### src/rtl/snake_pkg.sv
// snake_pkg: grid constants, packed segment coordinate type, cell-address
// helper and scan FSM state type shared by the snake body logic.
package snake_pkg;

  localparam int GRID_W     = 40;
  localparam int GRID_H     = 30;
  localparam int XW         = 6;
  localparam int YW         = 5;
  localparam int MAX_LEN    = 128;
  localparam int LEN_W      = 8;
  localparam int GRID_CELLS = GRID_W * GRID_H;  // 1200
  localparam int CELL_BITS  = 11;

  // Segment coordinate as stored by snake_head / snake_body: {x,y}.
  typedef struct packed {
    logic [XW-1:0] x;
    logic [YW-1:0] y;
  } coord_t;

  typedef logic [CELL_BITS-1:0] cell_addr_t;

  typedef enum logic [1:0] {
    S_IDLE,
    S_CLEAR,
    S_SCAN,
    S_FIN
  } scan_state_t;

  // Row-major bitmap address: y*GRID_W + x.
  function automatic cell_addr_t cell_addr(input logic [XW-1:0] x,
                                           input logic [YW-1:0] y);
    return cell_addr_t'(y) * cell_addr_t'(GRID_W) + cell_addr_t'(x);
  endfunction

endpackage

### src/rtl/occ_bitmap_ram.sv
// occ_bitmap_ram: double-buffered GRID_W x GRID_H occupancy bitmap.
// Writes go to the back bank; the raster reads the display bank through a
// registered port. 'swap' flips the banks and marks the new display bank
// valid; a bank that has never been completed reads as all-zero.
// Ports:
//   clk, reset_n       clock, async active-low reset
//   we, waddr, wdata   back-bank write port (waddr must be < GRID_CELLS)
//   swap               exchange display/back banks, set new display valid
//   rd_x, rd_y         raster cell to query
//   rd_bit             registered occupancy of (rd_x, rd_y)
module occ_bitmap_ram
  import snake_pkg::*;
#(
  parameter int GRID_W = snake_pkg::GRID_W,
  parameter int GRID_H = snake_pkg::GRID_H,
  parameter int XW     = snake_pkg::XW,
  parameter int YW     = snake_pkg::YW
) (
  input  logic          clk,
  input  logic          reset_n,
  input  logic          we,
  input  cell_addr_t    waddr,
  input  logic          wdata,
  input  logic          swap,
  input  logic [XW-1:0] rd_x,
  input  logic [YW-1:0] rd_y,
  output logic          rd_bit
);

  localparam int CELLS = GRID_W * GRID_H;
  localparam logic [XW-1:0] X_LIM = XW'(GRID_W);
  localparam logic [YW-1:0] Y_LIM = YW'(GRID_H);

  logic       mem [2][CELLS];
  logic       sel;
  logic [1:0] valid;
  logic       rd_in_grid;
  cell_addr_t raddr;

  assign rd_in_grid = (rd_x < X_LIM) && (rd_y < Y_LIM);
  assign raddr      = rd_in_grid ? cell_addr(rd_x, rd_y) : '0;

  // NOTE: the bitmap array has no reset; the per-bank valid bit masks its
  // contents until a full clear-and-rebuild has completed.
  always_ff @(posedge clk) begin
    if (we) mem[~sel][waddr] <= wdata;
  end

  always_ff @(posedge clk or negedge reset_n) begin
    if (!reset_n) begin
      sel    <= 1'b0;
      valid  <= 2'b00;
      rd_bit <= 1'b0;
    end else begin
      if (swap) begin
        sel         <= ~sel;
        valid[~sel] <= 1'b1;
      end
      rd_bit <= valid[sel] && rd_in_grid && mem[sel][raddr];
    end
  end

endmodule

### src/rtl/snake_body_scan.sv
// snake_body_scan: after each tick, clears the back bitmap bank, walks all
// stored segments via a 1-cycle-latency read port, marks their cells,
// flags self-collision with the captured head, then swaps banks.
// Optional feature macro: SNAKE_SELF_HIT_EN (head compare and 'hit';
// when undefined 'hit' is tied 0, everything else unchanged).
// Ports:
//   clk, reset_n          pixel clock, async active-low reset
//   start                 one-cycle scan request (ignored while busy)
//   head_x, head_y        new head cell, length: segment count
//   rd_addr / rd_data     segment read port, data 1 cycle after address
//   cell_x, cell_y        raster query, body_on: registered occupancy
//   busy, done, hit       status; done/hit are one-cycle pulses
module snake_body_scan
  import snake_pkg::*;
#(
  parameter int GRID_W  = snake_pkg::GRID_W,
  parameter int GRID_H  = snake_pkg::GRID_H,
  parameter int XW      = snake_pkg::XW,
  parameter int YW      = snake_pkg::YW,
  parameter int MAX_LEN = snake_pkg::MAX_LEN,
  parameter int LEN_W   = snake_pkg::LEN_W
) (
  input  logic             clk,
  input  logic             reset_n,
  input  logic             start,
  input  logic [XW-1:0]    head_x,
  input  logic [YW-1:0]    head_y,
  input  logic [LEN_W-1:0] length,
  output logic [6:0]       rd_addr,
  input  logic [XW+YW-1:0] rd_data,
  input  logic [XW-1:0]    cell_x,
  input  logic [YW-1:0]    cell_y,
  output logic             body_on,
  output logic             busy,
  output logic             done,
  output logic             hit
);

  localparam logic [XW-1:0]    X_LIM   = XW'(GRID_W);
  localparam logic [YW-1:0]    Y_LIM   = YW'(GRID_H);
  localparam logic [LEN_W-1:0] LEN_MAX = LEN_W'(MAX_LEN);

  scan_state_t      state, state_nx;
  cell_addr_t       cnt;
  logic [LEN_W-1:0] len_q;
  coord_t           head_q;
  coord_t           rd_c;
  logic             issue_q;    // rd_data this cycle answers an issued address
  logic             idx0_q;     // ... and that address was index 0 (the head)
  logic             done_q;
  logic             we, wdata, swap;
  cell_addr_t       waddr;

  assign rd_c = rd_data;
  assign busy = (state != S_IDLE);
  assign done = done_q;

  // NOTE: every combinational output gets a default first so no path
  // through the case statement can infer a latch.
  always_comb begin
    state_nx = state;
    we       = 1'b0;
    waddr    = '0;
    wdata    = 1'b0;
    swap     = 1'b0;
    rd_addr  = '0;
    unique case (state)
      S_IDLE:  if (start) state_nx = S_CLEAR;
      S_CLEAR: begin
        we    = 1'b1;
        waddr = cnt;
        if (cnt == cell_addr_t'(GRID_CELLS - 1)) state_nx = S_SCAN;
      end
      S_SCAN: begin
        rd_addr = cnt[6:0];
        if (issue_q && (rd_c.x < X_LIM) && (rd_c.y < Y_LIM)) begin
          we    = 1'b1;
          waddr = cell_addr(rd_c.x, rd_c.y);
          wdata = 1'b1;
        end
        // Counter reaching len means the last address went out last cycle
        // and its data is being consumed now.
        if (cnt == cell_addr_t'(len_q)) state_nx = S_FIN;
      end
      S_FIN: begin
        swap     = 1'b1;
        state_nx = S_IDLE;
      end
      default: state_nx = S_IDLE;
    endcase
  end

  // NOTE: sequential state uses non-blocking assignments so every register
  // samples pre-edge values regardless of statement order.
  always_ff @(posedge clk or negedge reset_n) begin
    if (!reset_n) begin
      state   <= S_IDLE;
      cnt     <= '0;
      len_q   <= '0;
      head_q  <= '0;
      issue_q <= 1'b0;
      idx0_q  <= 1'b0;
      done_q  <= 1'b0;
    end else begin
      state   <= state_nx;
      issue_q <= (state == S_SCAN) && (cnt < cell_addr_t'(len_q));
      idx0_q  <= (cnt == '0);
      done_q  <= (state == S_FIN);
      if (state != state_nx)                         cnt <= '0;
      else if (state == S_CLEAR || state == S_SCAN)  cnt <= cnt + 1'b1;
      if (state == S_IDLE && start) begin
        head_q <= {head_x, head_y};
        len_q  <= (length > LEN_MAX) ? LEN_MAX : length;
      end
    end
  end

`ifdef SNAKE_SELF_HIT_EN
  logic hit_flag, hit_q;

  always_ff @(posedge clk or negedge reset_n) begin
    if (!reset_n) begin
      hit_flag <= 1'b0;
      hit_q    <= 1'b0;
    end else begin
      if (state == S_IDLE && start)
        hit_flag <= 1'b0;
      else if (state == S_SCAN && issue_q && !idx0_q && rd_c == head_q)
        hit_flag <= 1'b1;
      hit_q <= (state == S_FIN) && hit_flag;
    end
  end

  assign hit = hit_q;
`else
  assign hit = 1'b0;
`endif

  occ_bitmap_ram #(
    .GRID_W(GRID_W),
    .GRID_H(GRID_H),
    .XW    (XW),
    .YW    (YW)
  ) u_bitmap (
    .clk    (clk),
    .reset_n(reset_n),
    .we     (we),
    .waddr  (waddr),
    .wdata  (wdata),
    .swap   (swap),
    .rd_x   (cell_x),
    .rd_y   (cell_y),
    .rd_bit (body_on)
  );

endmodule
### config.mk
export PLATFORM = sky130hd
export DESIGN_NAME = snake_body_scan
export DESIGN_NICKNAME = d
export VERILOG_FILES = /design/src/rtl/snake_pkg.sv /design/src/rtl/occ_bitmap_ram.sv /design/src/rtl/snake_body_scan.sv
export SDC_FILE = /design/constraint.sdc
export NUM_CORES = 2
export LEC_CHECK = 0
export CAP_MARGIN = 10
export CELL_PAD_IN_SITES_DETAIL_PLACEMENT = 0
export CELL_PAD_IN_SITES_GLOBAL_PLACEMENT = 2
export CORE_UTILIZATION = 32
export CTS_CLUSTER_DIAMETER = 100
export CTS_CLUSTER_SIZE = 20
export DETAILED_ROUTE_END_ITERATION = 10
export HOLD_SLACK_MARGIN = 0.1
export PLACE_DENSITY_LB_ADDON = 0.1
export SETUP_SLACK_MARGIN = 0.3
export SLEW_MARGIN = 25
export SYNTH_ARGS = -nofsm -noshare
export SYNTH_HDL_FRONTEND = slang
export SYNTH_SLANG_ARGS = --single-unit
### constraint.sdc
create_clock -name clk -period 58.9 [get_ports clk]
set_input_delay 11.78 -clock clk [delete_from_list [all_inputs] [get_ports clk]]
set_output_delay 11.78 -clock clk [all_outputs]
set_load 0.03 [all_outputs]
==> summary.md <==
| Metric | Value |
|---|---|
| Slowest cell on crit path | a221oi_1 |
| CP Max Fanout | 34 |
| FILL cells | around 32000 |
| Total CTS buffers | between 100 and 150 |
| Tot GR Track Use | between 20% and 30% |
| Hold-fix buffers, CTS | 0 |
| Worst setup path startpoint | cell_y[1] |
| Largest net degree at the start of global routing | approximately 220 |
| Worst-Skew Late Latency | roughly 0.90 ns |
| Clock Sinks | ~2400 |
| Cell-internal power | ~2.4 mW |
| Largest area contributor in the netlist | edfxtp_1 |
| Final min period | around 18 ns |
| Post-synthesis mux area share | a little over a tenth |
| Routed Antenna Nets | 0 |
| Adder-cell share of the synthesized area | less than 1% |
| # rows | between 200 and 250 |
| Max_slew headroom | between 20% and 30% |
| Die X | just under 600 um |
| WL per Instance | 35.6 um |
| Yosys top cell area share | between 60% and 70% |
| Post-Synthesis Cells | between 7000 and 8000 |
| Capturing point of the worst reg2reg path | u_bitmap.rd_bit |
| Leakage power | ~28 nW |
| Critical Path Most Common Cell | buf_4 |
| Synth cell types | 75 |
| Status | finished clean |
| Cell area after placement | about 110000 sq um |
| Total power | between 3 and 4 mW |
| Hold Crit Class | flip-flop to flip-flop |
| DRT Pass-1 Iters | 5 |
| DP Cell Count | 11800 |
| Commonest cells after routing, fill and taps aside | nor2_1 (2518), edfxtp_1 (2400), mux4_2 (434) |
| Finished Core Util | 35.1% |
| Vias in the first global route | 66900 |
| Power density over the cells | about 27 nW/um^2 |
| Worst path max stage delay | 0.81 ns |
| Post-DP HPWL | approximately 240000 um |
| Syn Std Cell Area | 106000 sq um |
| Post-DR vias/cell | approximately 5.6 |
| Area contributors post-synth | edfxtp_1 (68%), mux4_2 (9.2%), nor2_1 (8.9%), clkbuf_1 (1.6%), nand2_1 (1.6%) |
| Die Ht | a little under 600 um |
| Hold Vio Cnt, Final | 0 |
| GPL Wtd Cong | around 0.79 |
| Cts repair resizes | 0 |
| CTS clk-pin slew, worst paths | ~0.080 ns |
| Final Cycle Share | between 30% and 40% |
| Ports | 55 |
| Initial Util | between 30 and 40% |
| Clock power share | 35.0% |
| Total core area | around 330000 sq um |
| Sequential element share of the synthesized area | between 60% and 70% |
| Port bufs | 42 |
| Reg2reg start | u_bitmap.sel |
| Sw Ratio | a little under a quarter |
| Antenna violations before repair | 34 |
| Finished Layout Cells | 12000 |
| Layout cell share with drive strength beyond 1 | 14.2% |
| Peak Freq | roughly 56 MHz |
| Worst setup path endpoint | u_bitmap.rd_bit |
| Crit path DAT | approximately 19 ns |
| Worst vdd ir | between 0.015 and 0.02 mV |
| CP Launch Type | primary input |
| Crit path max-delay family | compound AO/OA/AOI/OAI gates |
| DR vias | 67300 |
| Worst Skew | roughly 0.035 ns |
| First-pass GRT wire length | ~580000 um |
| RSZ-0062 raised after global routing | false |
| Final WL | 428000 um |
| Power share of the combinational group | between 5 and 6% |
| Post-synth EDFFs | between 2000 and 2500 |
| Post-Syn Area per Cell | about 13 sq um |
| Critical path type | primary input to flip-flop |
| Stages on worst setup path | 16 |
| Worst Path Required | 59.60 ns |
| Largest family of logic cells by synthesized area | simple AND/OR/NAND/NOR gates |
| Setup TNS | 0 ns |
| Psw | roughly 0.75 mW |
| Simple-Gate Fraction of Synth Area | between 10 and 15% |
| Fin area | between 100000 and 150000 sq um |
| Worst-path cell chain | clkdlybuf4s50_1 > and4_1 > buf_4 > nor3_4 > buf_4 > buf_4 > buf_4 > nand2_1 > a221oi_1 > o21ai_0 > o2111ai_1 > o211ai_1 > o2111ai_1 > o211ai_1 > o31ai_1 > nor3_2 |
| Most common cell after layout, fill and taps aside | nor2_1 |
| Worst Tran Pin Value | 1.08 ns |
| DP Worst Slack | 40.29 ns |
| H-tree levels | 4 |
| Flop pwr share | between 50% and 60% |
| Final net count | 7672 |
| Synthesized flop and latch total | approximately 2400 |
| R2R setup slack | ~51 ns |
| Xor/xnor share of the synthesized area | less than 1% |
| Iter 0 DRT Violations | ~7800 |
| Area delta synth->final | 9.28% |
| Clock tree buffer depth | 4 |
| GRT Residual Overflow | 0 |
| Final count of negative-setup-slack endpoints | 0 |
| Buf/Inv on CP | 5 |
| Post-CTS Setup Repair Bufs | 0 |
| WHS | 0.465 ns |
| Final setup margin | just over 40 ns |
| Main flop type after synthesis | edfxtp_1 |
| Drt drc | 0 |
| Post-synthesis compound-gate area fraction | between 4 and 5% |
| Slew Limit Fails | 0 |
| Crit. End Element | flip-flop |
| Syn Nets | around 7900 |
| FFs w/ async S/R, synth | 1.11% |
| CTS tree | built |
| Worst R2R Path Depth | 13 |
| Max-cap violations | 0 |
| Clk root buf | clkbuf_16 |
| Die area | 334000 sq um |
| Yosys warnings | 0 |
[registers in the layout, summed over array words and instances, names as in the netlist]
name / count
state: 2
issue_q: 1
done: 1
u_bitmap.valid: 2
u_bitmap.sel: 1
u_bitmap.rd_bit: 1
u_bitmap.mem: 2400
cnt: 11
len_q: 8
[cell usage after synthesis (69+ instances only)]
cell / number
clkbuf_1: 451
edfxtp_1: 2400
mux4_2: 434
nand2_1: 447
a21oi_1: 159
a31oi_1: 75
buf_4: 69
buf_2: 156
nor2_1: 2525
a22oi_1: 75
o21ai_0: 77
nand3_1: 132
mux2i_1: 99
[worst reg2reg max path, cell delays in order, from the launching register on]
cell and delay (ns):
dfrtp_4 0.84, buf_4 0.82, buf_4 0.84, buf_4 0.78, buf_4 0.63, mux4_2 0.64
a221oi_1 0.31, buf_2 0.25, o22ai_1 0.10, or4_1 0.73, o311ai_0 0.26, nor4_1 0.21
o31ai_1 0.60, nor3_2 0.26
[how the worst min path moves through the flow]
stage / startpoint / endpoint / slack [ns] / depth (start not counted)
2_1_floorplan: u_bitmap.valid[0] / u_bitmap.valid[0] / 0.43 / 1
3_3_place_gp: u_bitmap.valid[1] / u_bitmap.valid[1] / 0.44 / 1
3_5_place_dp: u_bitmap.valid[1] / u_bitmap.valid[1] / 0.45 / 1
4_1_cts: u_bitmap.valid[1] / u_bitmap.valid[1] / 0.47 / 1
5_1_grt: u_bitmap.valid[1] / u_bitmap.valid[1] / 0.48 / 1
6_report: u_bitmap.valid[0] / u_bitmap.valid[0] / 0.47 / 1
[power by group through the flow]
stage	clock network (mW)	logic [mW]	registers (mW)
floorplan	0	0.0778	1.90
global placement	0	0.185	1.90
detailed placement	0	0.184	1.90
CTS	1.14	0.185	1.87
global route	1.18	0.189	1.87
finish	1.10	0.185	1.87
[per-layer routing]
layer	vias to the layer above	share of wire [%]	track usage (%)
met5	-	0.012	0
met2	2053	49	43.0
met4	6	2.5	6.05
met1	36900	44	34.8
met3	386	5.2	2.47
li1	28000	-	-
[final cells by class]
cell class                      count  area [sq um]  area share [%]
Antenna cell                        7          17.5          0.0151
Clock buffer                      168          3920            3.38
Clock inverter                     26           278           0.240
Inverter                           25          96.3          0.0831
Multi-Input combinational cell   4668         30700            26.5
Sequential cell                  2427         72700            62.7
Tap cell                         4366          5460            4.71
Timing Repair Buffer              322          2710            2.34
[cells by family after synthesis]
kind of cell,count (synthesis)
AOI/OAI and AO/OA,700
and+or+nand+nor,3329
adders and majority gates,36
xor gates and xnor gates,26
other,1
DFF,2427
muxes,576
buffers and inverters,767
Note: power is estimated with default switching activity, not from simulation.
